[src/rtl/intdiv_seq.sv]
// Sequential signed integer divider: non-restoring recurrence producing one SD2
// quotient digit per cycle, then a correction cycle so results truncate toward zero.
module intdiv_seq #(
  parameter int WIDTH = 8
) (
  input  logic             clk,
  input  logic             rst,
  input  logic             in_valid,
  output logic             in_ready,
  input  logic [WIDTH-1:0] x,
  input  logic [WIDTH-1:0] y,
  output logic             out_valid,
  input  logic             out_ready,
  output logic [WIDTH-1:0] z,
  output logic [WIDTH-1:0] r,
  output logic             dz,
  output logic             ovf
);
  localparam int CW = $clog2(WIDTH);
  localparam logic [1:0] IDLE = 2'd0;
  localparam logic [1:0] ITER = 2'd1;
  localparam logic [1:0] CORR = 2'd2;
  localparam logic [1:0] DONE = 2'd3;
  localparam logic [WIDTH-1:0] one_c = {{(WIDTH-1){1'b0}}, 1'b1};
  localparam logic [WIDTH-1:0] min_c = {1'b1, {(WIDTH-1){1'b0}}};

  logic [1:0]         state_r;
  logic [CW-1:0]      cnt_r;
  logic [WIDTH:0]     pr_r;
  logic [WIDTH-1:0]   xs_r;
  logic [WIDTH-1:0]   y_r;
  logic               xsign_r;
  logic [2*WIDTH-1:0] qd_r;
  logic               ovfp_r;
  logic               rdy_r;
  logic               ov_r;
  logic [WIDTH-1:0]   z_r;
  logic [WIDTH-1:0]   r_r;
  logic               dz_r;
  logic               ovf_r;

  logic [WIDTH:0]     yext_s;
  logic [WIDTH:0]     shl_s;
  logic [WIDTH:0]     pr_next_s;
  logic               sel_plus_s;
  logic [1:0]         digit_s;
  logic [WIDTH-1:0]   qpos_s;
  logic [WIDTH-1:0]   qneg_s;
  logic [WIDTH-1:0]   qraw_s;
  logic               fix_s;
  logic [WIDTH-1:0]   qfix_s;
  logic [WIDTH-1:0]   rfix_s;

  assign in_ready  = rdy_r;
  assign out_valid = ov_r;
  assign z         = z_r;
  assign r         = r_r;
  assign dz        = dz_r;
  assign ovf       = ovf_r;

  // One recurrence step: shift in the next dividend bit, then subtract or add y.
  always_comb begin
    yext_s     = {y_r[WIDTH-1], y_r};
    sel_plus_s = (pr_r[WIDTH] == y_r[WIDTH-1]);
    shl_s      = {pr_r[WIDTH-1:0], xs_r[WIDTH-1]};
    if (sel_plus_s) begin
      pr_next_s = shl_s - yext_s;
      digit_s   = 2'b01;
    end else begin
      pr_next_s = shl_s + yext_s;
      digit_s   = 2'b11;
    end
  end

  // SD2 to two's complement, then pull the remainder toward zero onto the sign of x.
  always_comb begin
    qpos_s = '0;
    qneg_s = '0;
    for (int i = 0; i < WIDTH; i++) begin
      qpos_s[i] = qd_r[2*i+1] ^ qd_r[2*i];
      qneg_s[i] = qd_r[2*i+1] & qd_r[2*i];
    end
    qraw_s = qpos_s - qneg_s;
    // A remainder of exactly +/-y is also folded into the quotient.
    fix_s = ((pr_r != '0) && (pr_r[WIDTH] != xsign_r)) ||
            (pr_r == yext_s) || (pr_r == -yext_s);
    if (!fix_s) begin
      qfix_s = qraw_s;
      rfix_s = pr_r[WIDTH-1:0];
    end else if (pr_r[WIDTH] == y_r[WIDTH-1]) begin
      qfix_s = qraw_s + one_c;
      rfix_s = pr_r[WIDTH-1:0] - y_r;
    end else begin
      qfix_s = qraw_s - one_c;
      rfix_s = pr_r[WIDTH-1:0] + y_r;
    end
  end

  // Control FSM and datapath registers.
  always_ff @(posedge clk) begin
    if (rst) begin
      state_r <= IDLE;
      cnt_r   <= '0;
      pr_r    <= '0;
      xs_r    <= '0;
      y_r     <= '0;
      xsign_r <= 1'b0;
      qd_r    <= '0;
      ovfp_r  <= 1'b0;
      rdy_r   <= 1'b1;
      ov_r    <= 1'b0;
      z_r     <= '0;
      r_r     <= '0;
      dz_r    <= 1'b0;
      ovf_r   <= 1'b0;
    end else begin
      case (state_r)
        IDLE: begin
          if (in_valid) begin
            rdy_r   <= 1'b0;
            xs_r    <= x;
            y_r     <= y;
            xsign_r <= x[WIDTH-1];
            pr_r    <= {(WIDTH+1){x[WIDTH-1]}};
            cnt_r   <= '0;
            qd_r    <= '0;
            ovfp_r  <= (x == min_c) && (y == {WIDTH{1'b1}});
            ovf_r   <= 1'b0;
            if (y == '0) begin
              // out_valid follows one cycle later, from DONE.
              z_r     <= {WIDTH{1'b1}};
              r_r     <= x;
              dz_r    <= 1'b1;
              state_r <= DONE;
            end else begin
              dz_r    <= 1'b0;
              state_r <= ITER;
            end
          end
        end
        ITER: begin
          pr_r  <= pr_next_s;
          xs_r  <= {xs_r[WIDTH-2:0], 1'b0};
          qd_r  <= {qd_r[2*WIDTH-3:0], digit_s};
          cnt_r <= cnt_r + CW'(1);
          if (cnt_r == CW'(WIDTH-1)) begin
            state_r <= CORR;
          end
        end
        CORR: begin
          z_r     <= qfix_s;
          r_r     <= rfix_s;
          ovf_r   <= ovfp_r;
          ov_r    <= 1'b1;
          state_r <= DONE;
        end
        DONE: begin
          if (!ov_r) begin
            ov_r <= 1'b1;
          end else if (out_ready) begin
            ov_r    <= 1'b0;
            rdy_r   <= 1'b1;
            state_r <= IDLE;
          end
        end
        default: begin
          state_r <= IDLE;
          rdy_r   <= 1'b1;
          ov_r    <= 1'b0;
        end
      endcase
    end
  end
endmodule

[config.mk]
export PLATFORM = sky130hd
export DESIGN_NAME = intdiv_seq
export DESIGN_NICKNAME = d
export VERILOG_FILES = /design/src/rtl/intdiv_seq.sv
export SDC_FILE = /design/constraint.sdc
export NUM_CORES = 1
export LEC_CHECK = 0
export CAP_MARGIN = 5
export CORE_ASPECT_RATIO = 0.5
export CORE_MARGIN = 3
export CORE_UTILIZATION = 30
export CTS_CLUSTER_DIAMETER = 80
export DETAILED_ROUTE_END_ITERATION = 8
export PLACE_DENSITY_LB_ADDON = 0.12
export SYNTH_ARGS = -nofsm -noshare
export SYNTH_HDL_FRONTEND = slang
export SYNTH_SLANG_ARGS = --single-unit
export TNS_END_PERCENT = 50
[constraint.sdc]
create_clock -name clk -period 3.8 [get_ports clk]
set_input_delay 0.38 -clock clk [delete_from_list [all_inputs] [get_ports clk]]
set_output_delay 0.38 -clock clk [all_outputs]
set_load 0.02 [all_outputs]
Yosys cells after proc, flatten, opt, wreduce, memory -nomap -nowiden. Cells that the tools add are included.

Mux-type cells: 35. Bitwise gates (word level): 16. Reduce and logical (&&, ||, !) cells: 17. Add/subtract/negate cells: 9. Equality and inequality tests: 15.

Operator list (count): two-way mux 8 bit (9); case mux 8 bit (2 select lines) (3); case mux 16 bit (2 select lines) (1); equality test 9 bit (2); two-way mux 9 bit (2); case mux 9 bit (2 select lines) (1); equality test 8 bit, second input constant (2); two-way mux 16 bit (1); subtractor 8 bit (2); two-way mux 2 bit (6); != test 2 bit, second input constant (5); adder 9 bit (1); negator 9 bit (1); nonzero test 9 bit (1); subtractor 9 bit (1); adder 8 x 1 -> 8 bit, second input constant (1); adder 8 bit (1); bitwise AND 1 bit (8); logical NOT 8 bit (1); case mux 2 bit (4 select lines) (1); AND reduction 4 bit (2); nonzero test 2 bit (4); subtractor 8 x 1 -> 8 bit, second input constant (1); bitwise XOR 1 bit (8); 15 further kinds (27).

Word-level logic and storage cells: 106. Flip-flop bits (word level): 68.

Depth between registers and ports, before layout. Gate-level depths: netlist of run 1.

Depth after elaboration: 6. Gate-level depth with buffers: 15. Depth with buffers taken out: 15.

Least setup slack after synthesis of run 1. No wires, ideal clock.

Kind: reg2reg. From: register pr_r[8]. To: register pr_r[5]. Required time: 3714 ps. Stages on the path, launching flop included: 14. Slack: 853 ps. Data arrival time: 2862 ps. Period minus slack after synthesis: 2947 ps. Cell sequence: dfxtp_1 -> clkbuf_1 -> xnor2_1 -> inv_1 -> clkbuf_8 -> a21oi_1 -> ha_1 -> nor2b_1 -> o21ai_0 -> a21boi_0 -> o21ai_0 -> a21boi_0 -> o31a_1 -> a211oi_1.

Word-level cells in the longest chain between the ends: 3.

Ends and longest elaborated chain: start: declaration (line 29) `logic [WIDTH:0] pr_r;`; start signal: assignment (line 124) `pr_r <= {(WIDTH+1){x[WIDTH-1]}};`; start signal: assignment (line 142) `pr_r <= pr_next_s;`; equality test 1 bit (line 64) `sel_plus_s = (pr_r[WIDTH] == y_r[WIDTH-1]);`; two-way mux 9 bit (line 66) `if (sel_plus_s) begin`; case mux 9 bit (2 select lines) (line 117) `case (state_r)`.

Every way passes these cells. A chain may end at the register's enable or synchronous reset.

Final worst setup path of run 1. Same ends and word-level chain as after synthesis.

==> out/results.txt, run 1 <==
Status - finished clean
Detailed Place HPWL - 9300 um
RSZ-0062 raised after global routing - false
Max stage delay on crit path - 0.51 ns
Worst r2r src - pr_r[8]
Clock-pin transition on the worst setup and hold timing paths - 0.06 ns
R2r endpoint - pr_r[5]
CP delay by family, top - compound AO/OA/AOI/OAI gates
Post-CTS setup buffer count - 0
Worst skew pair latency - 0.33 ns
Iteration-0 DRC Markers - 239
Placer Congestion - 0.849
Crit Path Max Fanout - 10
Initial Util - 0.313
EDFF count, synth - 0
Clk network pwr share - 0.182
WP data arrival - 3.41 ns
Switching share of power - 0.454
Startpoint Class - flip-flop
GRT Total Usage - 0.154
Clk_skew - 0.00705 ns
Dominant cell by count in the synthesized netlist - dfxtp_1
CP Cell Sequence - xnor2_1 > inv_1 > a21oi_1 > ha_1 > nor2b_1 > o21ai_0 > a21boi_0 > o21ai_0 > a21boi_0 > o31a_1 > a211oi_1
Wire per inst - 16.1 um
Diode count - 0
Hold EP - dz
Placed Area - 0.00511 mm^2
Finished layout cell area - 0.00539 mm^2
Min cycle time layout - 3.16 ns
Syn nets - 616
Num CTS Buffers - 9
Slew HR - 0.505
Sequential share of power - 0.242
Syn_area_per_cell - 8.31 um^2
Post-synth top area cell - dfxtp_1
Pwr/cell area - 827 mW/mm^2
Dominant synthesized flop cell - dfxtp_1
Synth cell types - 63
Synth-to-Final Area Change - 16.9%
Critical Path RT - 4.04 ns
Fin. Hold Viols - 0
Synth Warn # - 0
Final setup violation count - 0
Leakage - 2.01 nW
CP bufs+invs - 1
Post-synthesis sequential area ratio - 0.295
Final worst-path cycle share - 0.832
Worst min path class - reg2reg
Fmax - 316 MHz
Reg2reg path depth - 11
First-pass GRT wire length - 20900 um
Fill cells - 1539
Chip width - 181 um
CORE AREA - 0.0147 mm^2
Worst hold stages - 2
DR pass1 iterations - 4
Largest net degree at the start of global routing - 66
Post-CTS Hold Fix Bufs - 0
Slew Limit Fails - 0
Clk buf depth - 2
Mapped cell area - 0.00461 mm^2
Layout Nets - 645
Internal power - 2.43 mW
IO Pins - 40
Cells after Synth - 555
Routed wire length - 12700 um
Vias in the first global route - 3949
Number of buffers added on ports - 39
Ys async rst share - 0
Worst hold path startpoint - dz
Worst vdd ir - 0.000224 V
Sink Count - 68
Synth top area share - 0.295
Worst slew pin tran - 0.743 ns
Die H - 93.7 um
Grt ovf - 0
Switching pwr - 2.03 mW
Vias/cell - 5.12
Synth top area cells - dfxtp_1 30%, ha_1 10%, nor2_1 5.3%
Final ANT Viol Nets - 0
Critical Path Slowest Stage Cell - dfxtp_1
CTS tree - yes
Flops & latches, synth - 68
Reg2reg setup slack - 0.64 ns
# resized after CTS - 0
H-tree levels - 3
Share of layout cells above drive strength 1 - 0.0681
Clk root buf - clkbuf_16
Initial antenna violation count - 0
Comb pwr share - 0.576
DRC Markers - 0
Critical path class - reg2reg
Post-synth top cells - 68 x dfxtp_1, 65 x nor2_1, 51 x nand2_1
Sum of negative setup slack - 0 ns
Row Count - 31
DR vias - 4021
Die area - 0.0170 mm^2
Critical path endpoint category - flip-flop
Max Cap Viol - 0
==> stage by stage <==
step	hold WS (ns)	worst slack, ns	utilization	power, mW	cells
final	0.453	0.637	0.366	4.46	785
after global routing	0.469	0.191	0.366	4.86	785
after CTS	0.457	0.638	0.366	4.48	785
after detailed placement	0.449	0.667	0.347	3.63	771
after global placement	0.447	0.715	0.347	3.65	771
after floorplan	0.437	0.853	-	3.06	555
==> flip-flops by register name (all words and copies together) (netlist names), 2 cells and up <==
name     count
cnt_r        3
z            8
qd_r        16
r            8
state_r      2
y_r          8
pr_r         9
xs_r         8
==> power groups by stage <==
| stage | combinational [mW] | clock, mW | sequential (mW) |
|---|---|---|---|
| after floorplan | 2.01 | 0 | 1.05 |
| after global routing | 2.89 | 0.868 | 1.11 |
| final | 2.57 | 0.813 | 1.08 |
| after detailed placement | 2.54 | 0 | 1.09 |
| after global placement | 2.56 | 0 | 1.09 |
| after CTS | 2.56 | 0.841 | 1.08 |
==> how the worst max path moves through the flow <==
| stage | slack [ns] | cells after the start | to | startpoint |
|---|---|---|---|---|
| floorplan | 0.85 | 13 | pr_r[5] | pr_r[8] |
| global placement | 0.71 | 15 | z[7] | qd_r[2] |
| detailed placement | 0.67 | 11 | pr_r[5] | pr_r[8] |
| CTS | 0.64 | 15 | z[7] | qd_r[2] |
| global route | 0.19 | 11 | pr_r[5] | y_r[7] |
| finish | 0.64 | 11 | pr_r[5] | pr_r[8] |
==> logic make-up after synthesis <==
logic type,Yosys count,share of synthesized area
XOR/XNOR,38,0.0738
multiplexers,16,0.0347
buffers and inverters,63,0.0714
AO/OA/AOI/OAI,156,0.228
adder cells (fa/ha/maj),41,0.116
AND/OR/NAND/NOR,173,0.181
flip-flops,68,0.295
==> layer usage <==
layer,up-vias,share of wire,track usage
li1,2043,-,-
met2,49,0.46,0.257
met4,0,0.010,0.0329
met5,-,0,0
met1,1918,0.51,0.210
met3,11,0.025,0.0302
==> layout by cell type (no fill, tap or decap), types with 4 or more instances in the layout <==
cell type        count
ha_1                38
xnor2_1             22
nand4_1              4
nor4_1               6
and2_1               4
o21ai_0             26
a221oi_1             4
buf_4                9
mux2i_1             16
nor2b_1              6
nor3_1               9
inv_1               33
nand3_1              6
clkbuf_16            9
nor2_1              65
a211oi_1            18
nand2_1             51
a21oi_1             37
a21o_1               8
dfxtp_1             68
a311oi_1            10
a31oi_1              7
xor2_1              15
clkdlybuf4s50_1     38
a22oi_1             17
==> worst min-delay path, cell delays in order (launching register included) <==
cell and delay [ns]:
dfxtp_1 0.30, nand2_1 0.05, a21oi_1 0.05
==> cell type report <==
cell class              instances  area (um^2)  area share
multi-input cells             424         2920       0.542
well taps                     198          248      0.0460
flip-flops and latches         68         1360       0.253
repair buffers                 48          453      0.0840
clock inverters                 5         55.1      0.0102
clock buffers                   9          225      0.0418
inverters                      33          124      0.0230
No activity file was read; power rests on OpenSTA's default activity.
==> inputs of run 2 (changes only) <==
==> constraint.sdc (replaced) <==
create_clock -name clk -period 2.87 [get_ports clk]
set_input_delay 0.287 -clock clk [delete_from_list [all_inputs] [get_ports clk]]
set_output_delay 0.287 -clock clk [all_outputs]
set_load 0.02 [all_outputs]
==> out/results.txt, run 2 (synthesized netlist as in run 1, its figures left out) <==
Die area - 0.0170 mm^2 (unchanged)
Row Count - 31 (unchanged)
Initial antenna violation count - 0 (unchanged)
Vias/cell - 5.09 (was 5.12)
Sum of negative setup slack - 0 ns (unchanged)
IO Pins - 40 (unchanged)
WP data arrival - 3.10 ns (was 3.41 ns)
Clk_skew - 0.00561 ns (was 0.00705 ns)
Final hold slack - 0.363 ns (was 0.453 ns)
CORE AREA - 0.0147 mm^2 (unchanged)
Clock-pin transition on the worst setup and hold timing paths - 0.06 ns (about the same)
Synth-to-Final Area Change - 26.1% (was 16.9%)
Diode count - 0 (unchanged)
Die H - 93.7 um (unchanged)
Crit Path Max Fanout - 3 (was 10)
Slew HR - 0.479 (was 0.505)
Placer Congestion - 0.865 (was 0.849)
Worst min path class - in2reg (was reg2reg)
Worst vdd ir - 0.000317 V (was 0.000224 V)
Sink Count - 68 (unchanged)
RSZ-0062 raised after global routing - true (was false)
Iteration-0 DRC Markers - 198 (was 239)
Worst skew pair latency - 0.33 ns (about the same)
Critical path class - reg2reg (unchanged)
Fill cells - 1504 (was 1539)
H-tree levels - 3 (unchanged)
DR pass1 iterations - 4 (unchanged)
Startpoint Class - flip-flop (unchanged)
Share of layout cells above drive strength 1 - 0.162 (was 0.0681)
Num CTS Buffers - 9 (unchanged)
Max stage delay on crit path - 0.32 ns (was 0.51 ns)
Final ANT Viol Nets - 0 (unchanged)
Routed wire length - 13000 um (was 12700 um)
Critical Path RT - 3.12 ns (was 4.04 ns)
Clk buf depth - 2 (unchanged)
Placed Area - 0.00539 mm^2 (was 0.00511 mm^2)
Most flop-heavy register - qd_r (unchanged)
Worst slew pin tran - 0.781 ns (was 0.743 ns)
Layout Nets - 682 (was 645)
Fmax - 351 MHz (was 316 MHz)
Detailed Place HPWL - 9590 um (was 9300 um)
Final setup violation count - 0 (unchanged)
Fin. Hold Viols - 0 (unchanged)
Finished layout cell area - 0.00581 mm^2 (was 0.00539 mm^2)
Critical path endpoint category - flip-flop (unchanged)
Grt ovf - 0 (unchanged)
Status - finished clean (unchanged)
Max Cap Viol - 0 (unchanged)
Initial Util - 0.313 (unchanged)
CP Cell Sequence - inv_1 > ha_2 > ha_2 > o21a_1 > o21ai_1 > nand2b_1 > buf_4 > xor2_2 > ha_1 > o21a_1 > o31a_1 > nor4_2 > a311oi_2 > a21o_2 > a311oi_2 (was xnor2_1 > inv_1 > a21oi_1 > ha_1 > nor2b_1 > o21ai_0 > a21boi_0 > o21ai_0 > a21boi_0 > o31a_1 > a211oi_1)
Wire per inst - 15.8 um (was 16.1 um)
Min cycle time layout - 2.85 ns (was 3.16 ns)
Vias in the first global route - 4209 (was 3949)
Pwr/cell area - 1080 mW/mm^2 (was 827 mW/mm^2)
DRC Markers - 0 (unchanged)
Critical Path Slowest Stage Cell - dfxtp_2 (was dfxtp_1)
Max reg flops - 16 (unchanged)
Biggest regs - qd_r x16, pr_r x9 (unchanged)
Chip width - 181 um (unchanged)
Post-CTS Hold Fix Bufs - 0 (unchanged)
Final worst-path cycle share - 0.993 (was 0.832)
Most frequent cells in the layout - 65 x dfxtp_1, 64 x nor2_1, 51 x nand2_1 (was 68 x dfxtp_1, 65 x nor2_1, 51 x nand2_1)
GRT Total Usage - 0.159 (was 0.154)
Leakage - 2.23 nW (was 2.01 nW)
Dpl cells - 806 (was 771)
Final Util - 0.394 (was 0.366)
Clk root buf - clkbuf_16 (unchanged)
Number of buffers added on ports - 39 (unchanged)
CTS tree - yes (unchanged)
Slew Limit Fails - 0 (unchanged)
DR vias - 4188 (was 4021)
Largest net degree at the start of global routing - 66 (unchanged)
Commonest non-fill, non-tap cell in the layout - dfxtp_1 (unchanged)
First-pass GRT wire length - 21600 um (was 20900 um)
Non-Filler Instances - 823 (was 785)
==> run 2: cell count changes in the layout (fill, tap and decap cells not counted), moves of 3 or more <==
cell / before / now
dfxtp_2: 0 / 3
o21ai_1: 1 / 4
xor2_2: 0 / 4
xor2_1: 15 / 11
o21ai_0: 26 / 23
a21oi_1: 37 / 30
buf_4: 9 / 45
a21oi_2: 0 / 6
dfxtp_1: 68 / 65
==> run 2: worst max-delay path, delay by kind of cell (launching register included) <==
kind                       cells  cell delay (ns)
AOI/OAI and AO/OA              7             1.19
adders and majority gates      3             0.66
DFF                            1             0.32
and+or+nand+nor                2             0.26
buffers and inverters          2             0.19
xor gates and xnor gates       1             0.15
==> run 2: metal layers <==
metal  GRT usage  up-vias  routed length, um
met5           0        -                  0
met4      0.0507        0                244
met3      0.0309       17                459
met2       0.269       49               6030
met1       0.206     2004               6300
li1            -     2118                  -
==> run 2: path summary, 6_finish.rpt <==
check	startpoint	to	slack (ns)	cells after the start
setup / recovery	qd_r[3]	z[7]	0.02	15
hold / removal	rst	in_ready	0.36	3
setup reg to reg	qd_r[3]	z[7]	0.02	15
hold reg to reg	ovfp_r	ovfp_r	0.46	2
==> run 2: timing repair <==
action | CTS | global route
hold endpoints to repair | 0 | 0
pin swaps | 10 | 4
endpoints found under the setup margin | 2 | 9
gates resized for setup | 9 | 21
buffers inserted | 2 | 0
==> run 2: through the flow <==
| stage | power [mW] | setup WS, ns |
|---|---|---|
| after floorplan | 4.05 | -0.00635 |
| after global placement | 5.03 | -0.110 |
| after detailed placement | 5.03 | -0.157 |
| after CTS | 6.21 | 0.00261 |
| after global routing | 6.80 | -0.149 |
| final | 6.27 | 0.0193 |
==> run 2: final cells by class <==
class	instances	area (um^2)	share of cell area
Sequential cell	68	1370	0.235
Clock buffer	11	243	0.0417
Multi-Input combinational cell	424	3040	0.523
Timing Repair Buffer	85	743	0.128
Inverter	33	124	0.0213
Tap cell	198	248	0.0426
Clock inverter	4	50.0	0.00861
==> run 2: where the power goes <==
part           switching [mW]  internal (mW)
clock                   0.429          0.690
combinational            2.13           1.65
sequential              0.231           1.15
